**src/rtl/toggle_burst_sched.sv**
```systemverilog
// ============================================================================
// Module      : toggle_burst_sched
// Description : Round-robin scheduler sharing one toggle generator between two
//               requesters; each burst is N toggles at a programmable
//               half-period, finished by a one-cycle done pulse to the owner.
// Revision    : 1.0 - initial release
// ============================================================================
`default_nettype none

module toggle_burst_sched #(
    parameter int HP_W = 8,
    parameter int NT_W = 8
) (
    input  logic            clk,
    input  logic            rst_n,
    input  logic [1:0]      req,
    input  logic [HP_W-1:0] half_per0,
    input  logic [HP_W-1:0] half_per1,
    input  logic [NT_W-1:0] ntog0,
    input  logic [NT_W-1:0] ntog1,
    output logic [1:0]      grant,
    output logic            busy,
    output logic            toggle,
    output logic [1:0]      done
);

    localparam logic [1:0] c_st_idle = 2'd0;
    localparam logic [1:0] c_st_load = 2'd1;
    localparam logic [1:0] c_st_run  = 2'd2;
    localparam logic [1:0] c_st_done = 2'd3;

    localparam logic [HP_W-1:0] c_hp_zero = '0;
    localparam logic [HP_W-1:0] c_hp_one  = {{(HP_W-1){1'b0}}, 1'b1};
    localparam logic [NT_W-1:0] c_nt_zero = '0;
    localparam logic [NT_W-1:0] c_nt_one  = {{(NT_W-1){1'b0}}, 1'b1};

    logic [1:0]      r_state, w_state;
    logic            r_owner, w_owner;
    logic            r_rr_ptr, w_rr_ptr;
    logic [HP_W-1:0] r_reload, w_reload;
    logic [HP_W-1:0] r_cnt, w_cnt;
    logic [NT_W-1:0] r_rem, w_rem;
    logic [1:0]      r_grant, w_grant;
    logic            r_busy, w_busy;
    logic            r_toggle, w_toggle;
    logic [1:0]      r_done, w_done;

    logic [HP_W-1:0] w_sel_hp;
    logic [HP_W-1:0] w_hp_eff;
    logic [NT_W-1:0] w_sel_nt;
    logic            w_winner;
    logic            w_owner_req;
    logic [1:0]      w_owner_oh;

    assign w_sel_hp    = r_owner ? half_per1 : half_per0;
    assign w_sel_nt    = r_owner ? ntog1 : ntog0;
    assign w_hp_eff    = (w_sel_hp == c_hp_zero) ? c_hp_one : w_sel_hp;
    assign w_owner_req = r_owner ? req[1] : req[0];
    assign w_owner_oh  = r_owner ? 2'b10 : 2'b01;

    // A lone requester wins outright; contention is settled by the rr pointer.
    always_comb begin
        w_winner = r_rr_ptr;
        case (req)
            2'b01:   w_winner = 1'b0;
            2'b10:   w_winner = 1'b1;
            default: w_winner = r_rr_ptr;
        endcase
    end

    always_comb begin
        w_state  = r_state;
        w_owner  = r_owner;
        w_rr_ptr = r_rr_ptr;
        w_reload = r_reload;
        w_cnt    = r_cnt;
        w_rem    = r_rem;
        w_grant  = r_grant;
        w_toggle = r_toggle;
        w_done   = 2'b00;

        case (r_state)
            c_st_idle: begin
                if (req != 2'b00) begin
                    w_state = c_st_load;
                    w_owner = w_winner;
                    w_grant = w_winner ? 2'b10 : 2'b01;
                end
            end

            c_st_load: begin
                if (!w_owner_req) begin
                    w_state  = c_st_idle;
                    w_grant  = 2'b00;
                    w_toggle = 1'b0;
                    w_rr_ptr = ~r_owner;
                end else begin
                    w_reload = w_hp_eff - c_hp_one;
                    w_cnt    = w_hp_eff - c_hp_one;
                    w_rem    = w_sel_nt;
                    if (w_sel_nt == c_nt_zero) begin
                        w_state = c_st_done;
                        w_done  = w_owner_oh;
                    end else begin
                        w_state = c_st_run;
                    end
                end
            end

            c_st_run: begin
                if (!w_owner_req) begin
                    w_state  = c_st_idle;
                    w_grant  = 2'b00;
                    w_toggle = 1'b0;
                    w_rr_ptr = ~r_owner;
                end else if (r_cnt != c_hp_zero) begin
                    w_cnt = r_cnt - c_hp_one;
                end else begin
                    // The final edge is still driven; DONE clears the line afterwards.
                    w_toggle = ~r_toggle;
                    w_rem    = r_rem - c_nt_one;
                    w_cnt    = r_reload;
                    if (r_rem == c_nt_one) begin
                        w_state = c_st_done;
                        w_done  = w_owner_oh;
                    end
                end
            end

            default: begin
                w_state  = c_st_idle;
                w_grant  = 2'b00;
                w_toggle = 1'b0;
                w_rr_ptr = ~r_owner;
            end
        endcase

        w_busy = (w_state != c_st_idle);
    end

    always_ff @(posedge clk or negedge rst_n) begin
        if (!rst_n) begin
            r_state  <= c_st_idle;
            r_owner  <= 1'b0;
            r_rr_ptr <= 1'b0;
            r_reload <= '0;
            r_cnt    <= '0;
            r_rem    <= '0;
            r_grant  <= 2'b00;
            r_busy   <= 1'b0;
            r_toggle <= 1'b0;
            r_done   <= 2'b00;
        end else begin
            r_state  <= w_state;
            r_owner  <= w_owner;
            r_rr_ptr <= w_rr_ptr;
            r_reload <= w_reload;
            r_cnt    <= w_cnt;
            r_rem    <= w_rem;
            r_grant  <= w_grant;
            r_busy   <= w_busy;
            r_toggle <= w_toggle;
            r_done   <= w_done;
        end
    end

    assign grant  = r_grant;
    assign busy   = r_busy;
    assign toggle = r_toggle;
    assign done   = r_done;

endmodule

`default_nettype wire

```
**config.mk**
```make
export PLATFORM = sky130hd
export DESIGN_NAME = toggle_burst_sched
export DESIGN_NICKNAME = d
export VERILOG_FILES = /design/src/rtl/toggle_burst_sched.sv
export SDC_FILE = /design/constraint.sdc
export NUM_CORES = 1
export LEC_CHECK = 0
export BUFFER_PORTS_ARGS = -buffer_cell sky130_fd_sc_hd__clkbuf_2
export CAP_MARGIN = 20
export CORE_UTILIZATION = 50
export CTS_CLUSTER_SIZE = 40
export DETAILED_ROUTE_END_ITERATION = 8
export PLACE_DENSITY = 0.73
export SETUP_SLACK_MARGIN = 0.5
export SLEW_MARGIN = 30
export SYNTH_ARGS = -nofsm -noshare
export SYNTH_HDL_FRONTEND = slang
export SYNTH_SLANG_ARGS = --single-unit
```
**constraint.sdc**
```tcl
create_clock -name clk -period 2.4 [get_ports clk]
set_input_delay 0.36 -clock clk [delete_from_list [all_inputs] [get_ports clk]]
set_output_delay 0.36 -clock clk [all_outputs]
set_load 0.02 [all_outputs]
```
==> flow_summary.json <==
{
  "slew_headroom_pct": 47.6,
  "power_density_nw_per_um2": 1170,
  "final_hold_viol_count": 0,
  "async_reset_ff_share_pct": 100,
  "post-synth-top-count-cell": "dfrtp_1",
  "crit_arrival_ps": 2240,
  "worst-setup-path-type": "flop to flop",
  "via_per_inst": 6.26,
  "crit_path_max_fanout": 4,
  "cts_sinks": 34,
  "ant_nets": 0,
  "synth_commonest_cells": "34 x dfrtp_1, 23 x nor2_1, 21 x o21ai_0",
  "initial_core_util_pct": 53.4,
  "period_needed_ps": 2020,
  "yosysTopAreaCell": "dfrtp_1",
  "layout-drive-gt1-share_pct": 38.2,
  "yosysTopAreaCellShare_pct": 35.6,
  "rsz0062_at_grt": "yes",
  "vdd_drop_max_mv": 0.695,
  "grt_overflow": 0,
  "synthCells": 271,
  "fmax_ghz": 0.495,
  "holdBufCountCts": 0,
  "synth_edf_count": 0,
  "die_x_um": 71.2,
  "clk_path_buf_depth": 2,
  "critPathLaunchType": "flop",
  "ys.flop_type": "dfrtp_1",
  "ys_ff_latch": 34,
  "fillCellCount": 315,
  "cts-htree-levels": 2,
  "ys_seq_area_share_pct": 35.6,
  "hpwl_mm": 4.51,
  "clk_pin_slew_worst_paths_ps": 70,
  "setup_viol": 0,
  "grt_first_pass_wirelength_mm": 10.7,
  "place_inst": 361,
  "clk_latency_ps": 300,
  "clockRootBuffer": "clkbuf_8",
  "fin_area_um2": 3190,
  "io_buffers": 41,
  "syn_nets": 318,
  "synth.cell_area_um2": 2390,
  "place_area_um2": 2730,
  "grt_max_degree": 35,
  "period_share_pct": 84.3,
  "rows": 24,
  "status": "finished clean",
  "wirelength_mm": 6.86,
  "synth.avg_cell_area_um2": 8.82,
  "end_kind": "flop",
  "num_vias": 2440,
  "grt_pass1_vias": 2187,
  "drv_cap": 0,
  "finalNonFillerCells": 390,
  "crit_required_ps": 2620,
  "gp_congestion": 0.938,
  "worstPathCellList": "buf_6, nor3b_4, or2_4, a31oi_4, ha_4, o21ai_4, nand3b_1, xnor2_2, o211ai_1",
  "synth.top_cells.by_area": "dfrtp_1 36%, ha_1 5.8%, mux2i_1 5.0%, mux2_2 4.7%, o21ai_0 4.4%",
  "slowest_stage": "dfrtp_2",
  "max_slew.worst_pin.slew_ps": 787,
  "p_leak_uw": 0.00139,
  "antenna_found_initial": 0,
  "dr.pass1.iters": 5,
  "drt-initial-drc-count": 176,
  "diodes": 0,
  "fin_nets": 384,
  "ys.warnings.count": 0,
  "hp-class": "input pin to async pin",
  "synth_cell_types": 49,
  "die_area_um2": 5060,
  "fin_util_pct": 71.4,
  "route.detailed.drc": 0,
  "tritoncts": "done",
  "p_total_uw": 3730,
  "grt.total_usage_pct": 27.5,
  "io_pins": 42,
  "wl_per_cell_um": 17.6,
  "slowest_delay_ps": 440,
  "fin_skew_ps": 8.33,
  "tns_ps": 0,
  "die-height_um": 71.2,
  "area_growth_pct": 33.5,
  "numCtsBuffers": 5,
  "drv_slew": 0,
  "core_um2": 4470
}
state kept, by name, summed over array words and instances, names as in the netlist, 2 cells and up:
name	cells
r_reload	8
r_state	2
grant	2
r_rem	8
done	2
r_cnt	8
report_power, final:
part	switching [µW]	internal, µW
Combinational	1150	1030
Clock	216	231
Sequential	263	836
Total	1630	2100
area by class of cell:
type	instances	area (µm²)	area share, %
Timing Repair Buffer	70	438	13.7
Sequential cell	34	853	26.7
Tap cell	52	65.1	2.04
Clock inverter	1	5.00	0.157
Multi-Input combinational cell	218	1720	53.7
Clock buffer	7	86.3	2.70
Inverter	8	30.0	0.940
through the flow:
| stage | setup slack, ps | hold WS [ps] |
|---|---|---|
| 6_report | 378 | 145 |
| 5_1_grt | 282 | 206 |
| 4_1_cts | 400 | 203 |
| 3_5_place_dp | 225 | 480 |
| 3_3_place_gp | 252 | 474 |
| 2_1_floorplan | 485 | 64.4 |
cell usage in the layout, fill, tap and decap left out, types with 6 or more instances in the layout:
| cell type | instances |
|---|---|
| a21oi_1 | 15 |
| buf_4 | 25 |
| clkbuf_2 | 40 |
| clkbuf_8 | 6 |
| dfrtp_1 | 32 |
| ha_1 | 8 |
| inv_1 | 6 |
| mux2_2 | 8 |
| mux2i_1 | 12 |
| nand2_1 | 19 |
| nor2_1 | 22 |
| nor3_1 | 11 |
| o21ai_0 | 15 |
| o21ai_1 | 6 |
| o22ai_1 | 9 |
critical path: cells and delay by family (launching register included):
kind            cells  cell delay [ps]
simple gates        3              600
compound gates      3              420
fa+ha+maj           1              170
xor+xnor            1              160
flops               1              440
buf+inv             1              140
path summary, 6_finish.rpt:
check / start / endpoint / slack [ps] / depth (start not counted)
setup / recovery: r_owner$_DFFE_PN0P_ / r_cnt[6]$_DFFE_PN0P_ / 380 / 9
hold / removal: rst_n / r_reload[1]$_DFFE_PN0P_ / 140 / 1
setup reg to reg: r_owner$_DFFE_PN0P_ / r_cnt[6]$_DFFE_PN0P_ / 380 / 9
hold reg to reg: r_reload[4]$_DFFE_PN0P_ / r_reload[4]$_DFFE_PN0P_ / 500 / 2
max in group asynchronous: rst_n / r_cnt[2]$_DFFE_PN0P_ / 1710 / 1
min in group clk: req[1] / done[1]$_DFF_PN0_ / 340 / 3
kinds of logic (layout without fill, tap and decap cells):
| group | Yosys count | count (layout) | share of synthesized area [%] |
|---|---|---|---|
| AND/OR/NAND/NOR | 95 | 96 | 20.9 |
| adder cells (fa/ha/maj) | 11 | 11 | 5.76 |
| AO/OA/AOI/OAI | 80 | 81 | 21.3 |
| multiplexers | 22 | 22 | 9.73 |
| XOR/XNOR | 8 | 8 | 2.93 |
| flip-flops | 34 | 34 | 35.6 |
| buffers and inverters | 21 | 86 | 3.82 |
repair_timing:
item                       CTS  global route
setup buffers                9            10
resized for setup           17            30
setup endpoints to repair   27            22
pin swaps                    8            17
gates cloned                 2             0
routing by layer:
layer / share of wire (%) / up-vias / wire [µm] / GRT usage, %
met4: 3.0 / 0 / 203 / 10.4
met5: 0 / - / 0 / 0
met1: 46 / 1157 / 3150 / 39.8
met2: 44 / 107 / 3040 / 40.8
met3: 6.9 / 22 / 471 / 4.84
li1: - / 1154 / - / -
Power figures use the tool's default switching activity.
